### src/rtl/prio_enc_rr_pkg.sv
// Shared constants, FSM state type and sizing helper for the round-robin
// priority encoder.
package prio_enc_rr_pkg;

  localparam int unsigned PE_FIXED = 0;
  localparam int unsigned PE_RR    = 1;

  typedef enum logic [0:0] {
    StIdle,
    StServe
  } pe_state_e;

  function automatic int unsigned pe_clog2(input int unsigned n);
    int unsigned r;
    r = 0;
    while ((64'd1 << r) < 64'(n)) begin
      r++;
    end
    return r;
  endfunction

endpackage

### src/rtl/prio_enc_rr_pick.sv
// Combinational winner search: first set bit of vec scanning downward from
// start, wrapping from index 0 to WIDTH-1.
module prio_pick
  import prio_enc_rr_pkg::*;
#(
  parameter int unsigned WIDTH = 8,
  parameter int unsigned IW    = pe_clog2(WIDTH)
) (
  input  logic [WIDTH-1:0] vec,
  input  logic [IW-1:0]    start,
  output logic [IW-1:0]    idx,
  output logic [WIDTH-1:0] onehot,
  output logic             any
);

  always_comb begin
    int unsigned jj;
    logic [IW-1:0] j;
    idx = '0;
    any = 1'b0;
    jj  = 0;
    j   = '0;
    for (int unsigned i = 0; i < WIDTH; i++) begin
      // start is always < WIDTH, so one conditional add gives the wrap
      jj = (i <= 32'(start)) ? 32'(start) - i : 32'(start) + WIDTH - i;
      j  = IW'(jj);
      if (!any && vec[j]) begin
        any = 1'b1;
        idx = j;
      end
    end
    onehot = any ? (WIDTH'(1) << idx) : '0;
  end

endmodule

### src/rtl/prio_enc_rr.sv
// Priority encoder that captures a request vector and issues one grant per
// accepted handshake, in fixed-priority or round-robin order.
module prio_enc_rr
  import prio_enc_rr_pkg::*;
#(
  parameter int unsigned WIDTH = 8,
  parameter int unsigned MODE  = PE_FIXED,
  localparam int unsigned IW   = (pe_clog2(WIDTH) > 1) ? pe_clog2(WIDTH) : 1
) (
  input  logic             clk,
  input  logic             rst,
  input  logic [WIDTH-1:0] req,
  input  logic             req_valid,
  output logic             req_ready,
  output logic [IW-1:0]    grant_idx,
  output logic [WIDTH-1:0] grant_onehot,
  output logic             grant_valid,
  input  logic             grant_ready,
  output logic [IW:0]      pending_cnt
);

  localparam logic [IW-1:0] PtrMax = IW'(WIDTH - 1);

  pe_state_e        state_q;
  logic [WIDTH-1:0] pending_q;
  logic [IW-1:0]    ptr_q;

  logic [IW-1:0]    start;
  logic [IW-1:0]    pick_idx;
  logic [WIDTH-1:0] pick_oh;
  logic             pick_any;
  logic [WIDTH-1:0] pending_clr;

  // Fixed priority is just a search that always starts at the top index.
  assign start = (MODE == PE_RR) ? ptr_q : PtrMax;

  prio_pick #(
    .WIDTH(WIDTH),
    .IW   (IW)
  ) u_pick (
    .vec   (pending_q),
    .start (start),
    .idx   (pick_idx),
    .onehot(pick_oh),
    .any   (pick_any)
  );

  assign pending_clr = pending_q & ~pick_oh;

  always_ff @(posedge clk or posedge rst) begin
    if (rst) begin
      state_q   <= StIdle;
      pending_q <= '0;
      ptr_q     <= PtrMax;
    end else begin
      unique case (state_q)
        StIdle: begin
          if (req_valid) begin
            pending_q <= req;
            if (|req) state_q <= StServe;
          end
        end
        StServe: begin
          if (grant_ready) begin
            pending_q <= pending_clr;
            if (MODE == PE_RR) begin
              ptr_q <= (pick_idx == '0) ? PtrMax : pick_idx - IW'(1);
            end
            if (pending_clr == '0) state_q <= StIdle;
          end
        end
        default: state_q <= StIdle;
      endcase
    end
  end

  // All outputs derive from state only, so handshakes never loop back here.
  always_comb begin
    grant_valid  = (state_q == StServe);
    req_ready    = (state_q == StIdle) && !rst;
    grant_idx    = (grant_valid && pick_any) ? pick_idx : '0;
    grant_onehot = grant_valid ? pick_oh : '0;
    pending_cnt  = '0;
    for (int unsigned i = 0; i < WIDTH; i++) begin
      pending_cnt = pending_cnt + {{IW{1'b0}}, pending_q[i]};
    end
  end

endmodule

### config.mk
export PLATFORM = sky130hd
export DESIGN_NAME = prio_enc_rr
export DESIGN_NICKNAME = d
export VERILOG_FILES = /design/src/rtl/prio_enc_rr_pkg.sv /design/src/rtl/prio_enc_rr_pick.sv /design/src/rtl/prio_enc_rr.sv
export SDC_FILE = /design/constraint.sdc
export NUM_CORES = 1
export LEC_CHECK = 0
export CAP_MARGIN = 15
export CORE_MARGIN = 5
export CORE_UTILIZATION = 56
export CTS_CLUSTER_SIZE = 20
export DETAILED_ROUTE_END_ITERATION = 8
export DONT_BUFFER_PORTS = 1
export PLACE_DENSITY = 0.71
export SLEW_MARGIN = 20
export SYNTH_ARGS = -nofsm -noshare
export SYNTH_HDL_FRONTEND = slang
export SYNTH_SLANG_ARGS = --single-unit
export TNS_END_PERCENT = 30
### constraint.sdc
create_clock -name clk -period 5.75 [get_ports clk]
set_input_delay 0.575 -clock clk [delete_from_list [all_inputs] [get_ports clk]]
set_output_delay 0.575 -clock clk [all_outputs]
set_load 0.005 [all_outputs]
* After elaboration in Yosys (flattened, before gate mapping)
Index checks and enable logic that the tools add are counted.
Operators by class: add/sub/neg operators 7, eq/ne operators 2, shifts and indexed selects 1, multiplexer cells 27, bitwise gates (word level) 3, reductions and logical operators 20
Operator list (count):
- two-way mux 8 bit | 4
- two-way mux 3 bit | 9
- adder 4 x 1 -> 4 bit | 4
- one-hot mux 8 bit (2 select lines) | 1
- two-way mux 1 bit | 12
- logical AND 1 bit | 9
- bitwise AND 8 bit | 1
- zero test 1 bit | 8
- zero test 8 bit | 1
- NOT 8 bit | 1
- OR reduction 8 bit | 1
- left shift 1 x 3 -> 8 bit, first input constant | 1
- adder 3 x 1 -> 4 bit | 1
- inequality test 2 bit, second input constant | 2
- adder 2 x 1 -> 3 bit | 1
- adder 1 x 1 -> 2 bit | 1
- one-hot mux 1 bit (2 select lines) | 1
- AND reduction 2 bit | 1
- NOT 1 bit | 1
Storage, ports and cells: register bits 9, logic and storage cells 62

* Depth between registers and ports, before layout
word-level depth 30, depth in mapped cells 9, mapped depth without buffers 9

* Cells and area by module
From an unflattened synthesis, not the netlist that was laid out.
Second synthesis, totals: cell total of the unflattened synthesis 214, area total of the unflattened synthesis 1831.8 um^2
Modules (own cells, without submodules):
- prio_pick | instances 1, cells each 120, area each 1064.8 um^2
- prio_enc_rr | instances 1, cells each 94, area each 767.0 um^2

* Worst setup path after synthesis
No wires, ideal clock.
path type reg-to-output, from register pending_q[0], to output port pending_cnt[2], arrival 2689 ps, setup slack 2486 ps, cell stages (with the launch flop) 10, cells stage by stage dfrtp_1 -> fa_1 -> inv_1 -> fa_1 -> fa_1 -> inv_1 -> ha_1 -> inv_1 -> fa_1 -> xnor2_1
On the way: cells in the longest elaborated chain, start to end 7
Ends and longest elaborated chain:
- from (decl) | RTL line prio_enc_rr.sv:25 | logic [WIDTH-1:0] pending_q;
- from (signal assigned) | RTL line prio_enc_rr.sv:59 | pending_q <= req;
- from (signal assigned) | RTL line prio_enc_rr.sv:65 | pending_q <= pending_clr;
- adder 1 x 1 -> 2 bit | RTL line prio_enc_rr.sv:85 | pending_cnt = pending_cnt + {{IW{1'b0}}, pending_q[i]};
- adder 2 x 1 -> 3 bit | RTL line prio_enc_rr.sv:85
- adder 3 x 1 -> 4 bit | RTL line prio_enc_rr.sv:85
- adder 4 x 1 -> 4 bit (4 in a row) | RTL line prio_enc_rr.sv:85
- to (decl) | RTL line prio_enc_rr.sv:19 | output logic [IW:0] pending_cnt
No other way between the ends.

* Worst setup path after layout
from register pending_q[3], to output port pending_cnt[2]
On the way: cells in the longest elaborated chain, start to end 5
Ends and longest elaborated chain (RTL line):
- adder 3 x 1 -> 4 bit | prio_enc_rr.sv:85
- adder 4 x 1 -> 4 bit (4 in a row) | prio_enc_rr.sv:85
No other way between the ends.

==> out/summary.txt <==
status: finished, final reports clean
Area growth, synth to finish: -2.93%
initial antenna violation count: 0
Mapped Nets: 123
DRT iter0 DRCs: 23
post-CTS repair timing setup buffer count: 0
CTS H-tree lvls: 1
kind of critical path: reg -> out
Hold WC Path Type: in -> async
PortBufs: 0
Via Count: 726
Die ar.: 2500 µm²
leak pwr: 0.390 nW
DRT antenna net count: 0
endpoints failing setup: 0
worst r2r dst: grant_valid$_DFF_PP0_
# clock sinks: 9
pre-CTS WS: 2290 ps
vias in the first global route: 675
layout cells sized above 1: 0.0606
Hold Worst Slack: 158 ps
root buffer cell: clkbuf_4
Seq/Total Area, Yosys: 0.251
final setup TNS: 0 ps
Setup WS post-layout: 2040 ps
Nets: 119
Yosys reg bits: 9
Avg Inst Size Synth: 8.61 µm²
Final GP Congestion: 0.804
grt met1 use: 0.204
Ports: 29
Slew @ Worst Pin: 714 ps
GRT met2 Usage: 0.241
maximum clock rate: 269 MHz
post-route cell area: 870 µm²
routed len/inst: 16.5 µm
CP Max Fanout: 13
diode count: 0
EDFF count, synth: 0
max-slew violation count: 0
worst path required time: 5180 ps
GRT Total Usage: 0.154
Rel. slew slack: 0.524
warnings from Yosys: 0
DR DRC count: 0
Post-synth top flop: dfrtp_1
Yosys top cell area share: 0.251
Worst-path clk slew: 60 ps
final hold viol count: 0
Yosys cell types: 37
reg2reg setup slack: 4040 ps
die height: 50.0 µm
DP HPWL: 1.44 mm
gr ovfl total: 0
# rows: 14
via/cell ratio: 6.31
R2R depth: 4
global routing's busiest layer: met2
Detailed Route WL: 1.90 mm
cell accounting for the most synthesized area: dfrtp_1
CTS tree: built
CTS buffer count: 3
Mapped Cells: 104
final worst path period share: 0.646
Period minus WS final: 3710 ps
Critical Path Sink Type: output port
RSZ-0062 raised after global routing: false
Die Wd: 50.0 µm
Final Skew: 4.43 ps
R2R Path Start: pending_q[6]$_DFFE_PP0P_
max-cap violations: 0
critical path arrival: 3140 ps
starting density of the core: 0.595
# resized after CTS: 0
synth top area cells: dfrtp_1, fa_1, inv_1
core area: 1510 µm²
DP Area: 843 µm²
first-pass GRT wire length: 3.08 mm
fraction of registers with async set or reset after synthesis: 1.00
clk_lat worst skew: 260 ps
Longest Clk Path Bufs: 2
CTS Hold Bufs: 0
iteration count of the initial detailed-routing pass: 4
P per Cell Area: 625 nW/µm²
grt met3 use: 0.0452
largest net degree at the start of global routing: 27
Setup crit start kind: register
peak supply drop: 0.303 mV
mapped cell area: 896 µm²
-- worst max-delay path, stage by stage, from the launching register on --
cell     delay (ps)
dfrtp_1         620
fa_1            490
inv_1            80
fa_1            420
fa_1            430
inv_1            70
ha_1            150
inv_1            50
fa_1            370
xnor2_1         200
-- how the worst max path moves through the flow --
stage / start / endpoint / slack [ps] / depth (start not counted)
after global routing: pending_q[3]$_DFFE_PP0P_ / pending_cnt[2] / 1900 / 9
after CTS: pending_q[3]$_DFFE_PP0P_ / pending_cnt[2] / 2020 / 9
after floorplan: pending_q[0]$_DFFE_PP0P_ / pending_cnt[2] / 2490 / 9
final: pending_q[3]$_DFFE_PP0P_ / pending_cnt[2] / 2040 / 9
after global placement: pending_q[3]$_DFFE_PP0P_ / pending_cnt[2] / 2390 / 9
after detailed placement: pending_q[3]$_DFFE_PP0P_ / pending_cnt[2] / 2290 / 9
-- cell type report --
type | count | area (µm²)
well taps | 16 | 20.0
multi-input cells | 73 | 549
inverters | 13 | 48.8
clock buffers | 4 | 26.3
fillers | 139 | 637
flip-flops and latches | 9 | 225
-- cells by family after synthesis --
group,count (synthesis),share of synthesized area
compound gates,27,0.225
xor+xnor,1,0.00978
fa+ha+maj,8,0.142
buf+inv,22,0.135
flops,9,0.251
mux,2,0.0223
simple gates,35,0.214
-- cell usage after synthesis (3+ instances only) --
cell type and count:
a21oi_1 4, and3_1 4, buf_6 4, dfrtp_1 9
fa_1 4, ha_1 3, inv_1 13, nand2_1 6
nor2_1 6, nor2b_1 3, nor3_1 4, nor4_1 3
o211ai_1 4, o21ai_0 8
-- per-stage QoR --
step / std cells / util / power (mW)
6_report: 115 / 0.577 / 0.543
3_5_place_dp: 111 / 0.560 / 0.499
4_1_cts: 115 / 0.577 / 0.552
2_1_floorplan: 104 / - / 0.464
5_1_grt: 115 / 0.577 / 0.610
3_3_place_gp: 111 / 0.560 / 0.482
-- metal layers --
metal / wire [µm] / share of wire
met2: 864 / 0.45
met5: 0 / 0
met1: 843 / 0.44
met3: 178 / 0.094
met4: 17 / 0.0089
-- layout by cell type, fill, tap and decap left out, drive strengths merged --
cell,n
nor2,6
dfrtp,9
ha,3
a21boi,1
and4b,1
o21ai,8
nor2b,3
xnor2,1
a21o,1
nor3,4
a2111oi,2
o311ai,1
inv,13
mux2i,2
and2,3
maj3,1
o41ai,1
a22o,2
and3,4
or4,1
a21oi,4
o22a,1
or3,1
a22oi,1
nor4,3
fa,4
o31a,1
nand3,2
nand2b,1
clkbuf,4
o211ai,4
nand2,6
-- sequential cells by signal, indices dropped and copies added, names as in the netlist --
name / cells
grant_valid: 1
pending_q: 8
-- where the power goes --
group / internal (mW) / switching, mW / leakage (nW)
combinational: 0.152 / 0.180 / 0.259
clock: 0.0267 / 0.0219 / 0.0150
sequential: 0.0869 / 0.0767 / 0.116
total: 0.265 / 0.278 / 0.390
Power figures use the tool's default switching activity.
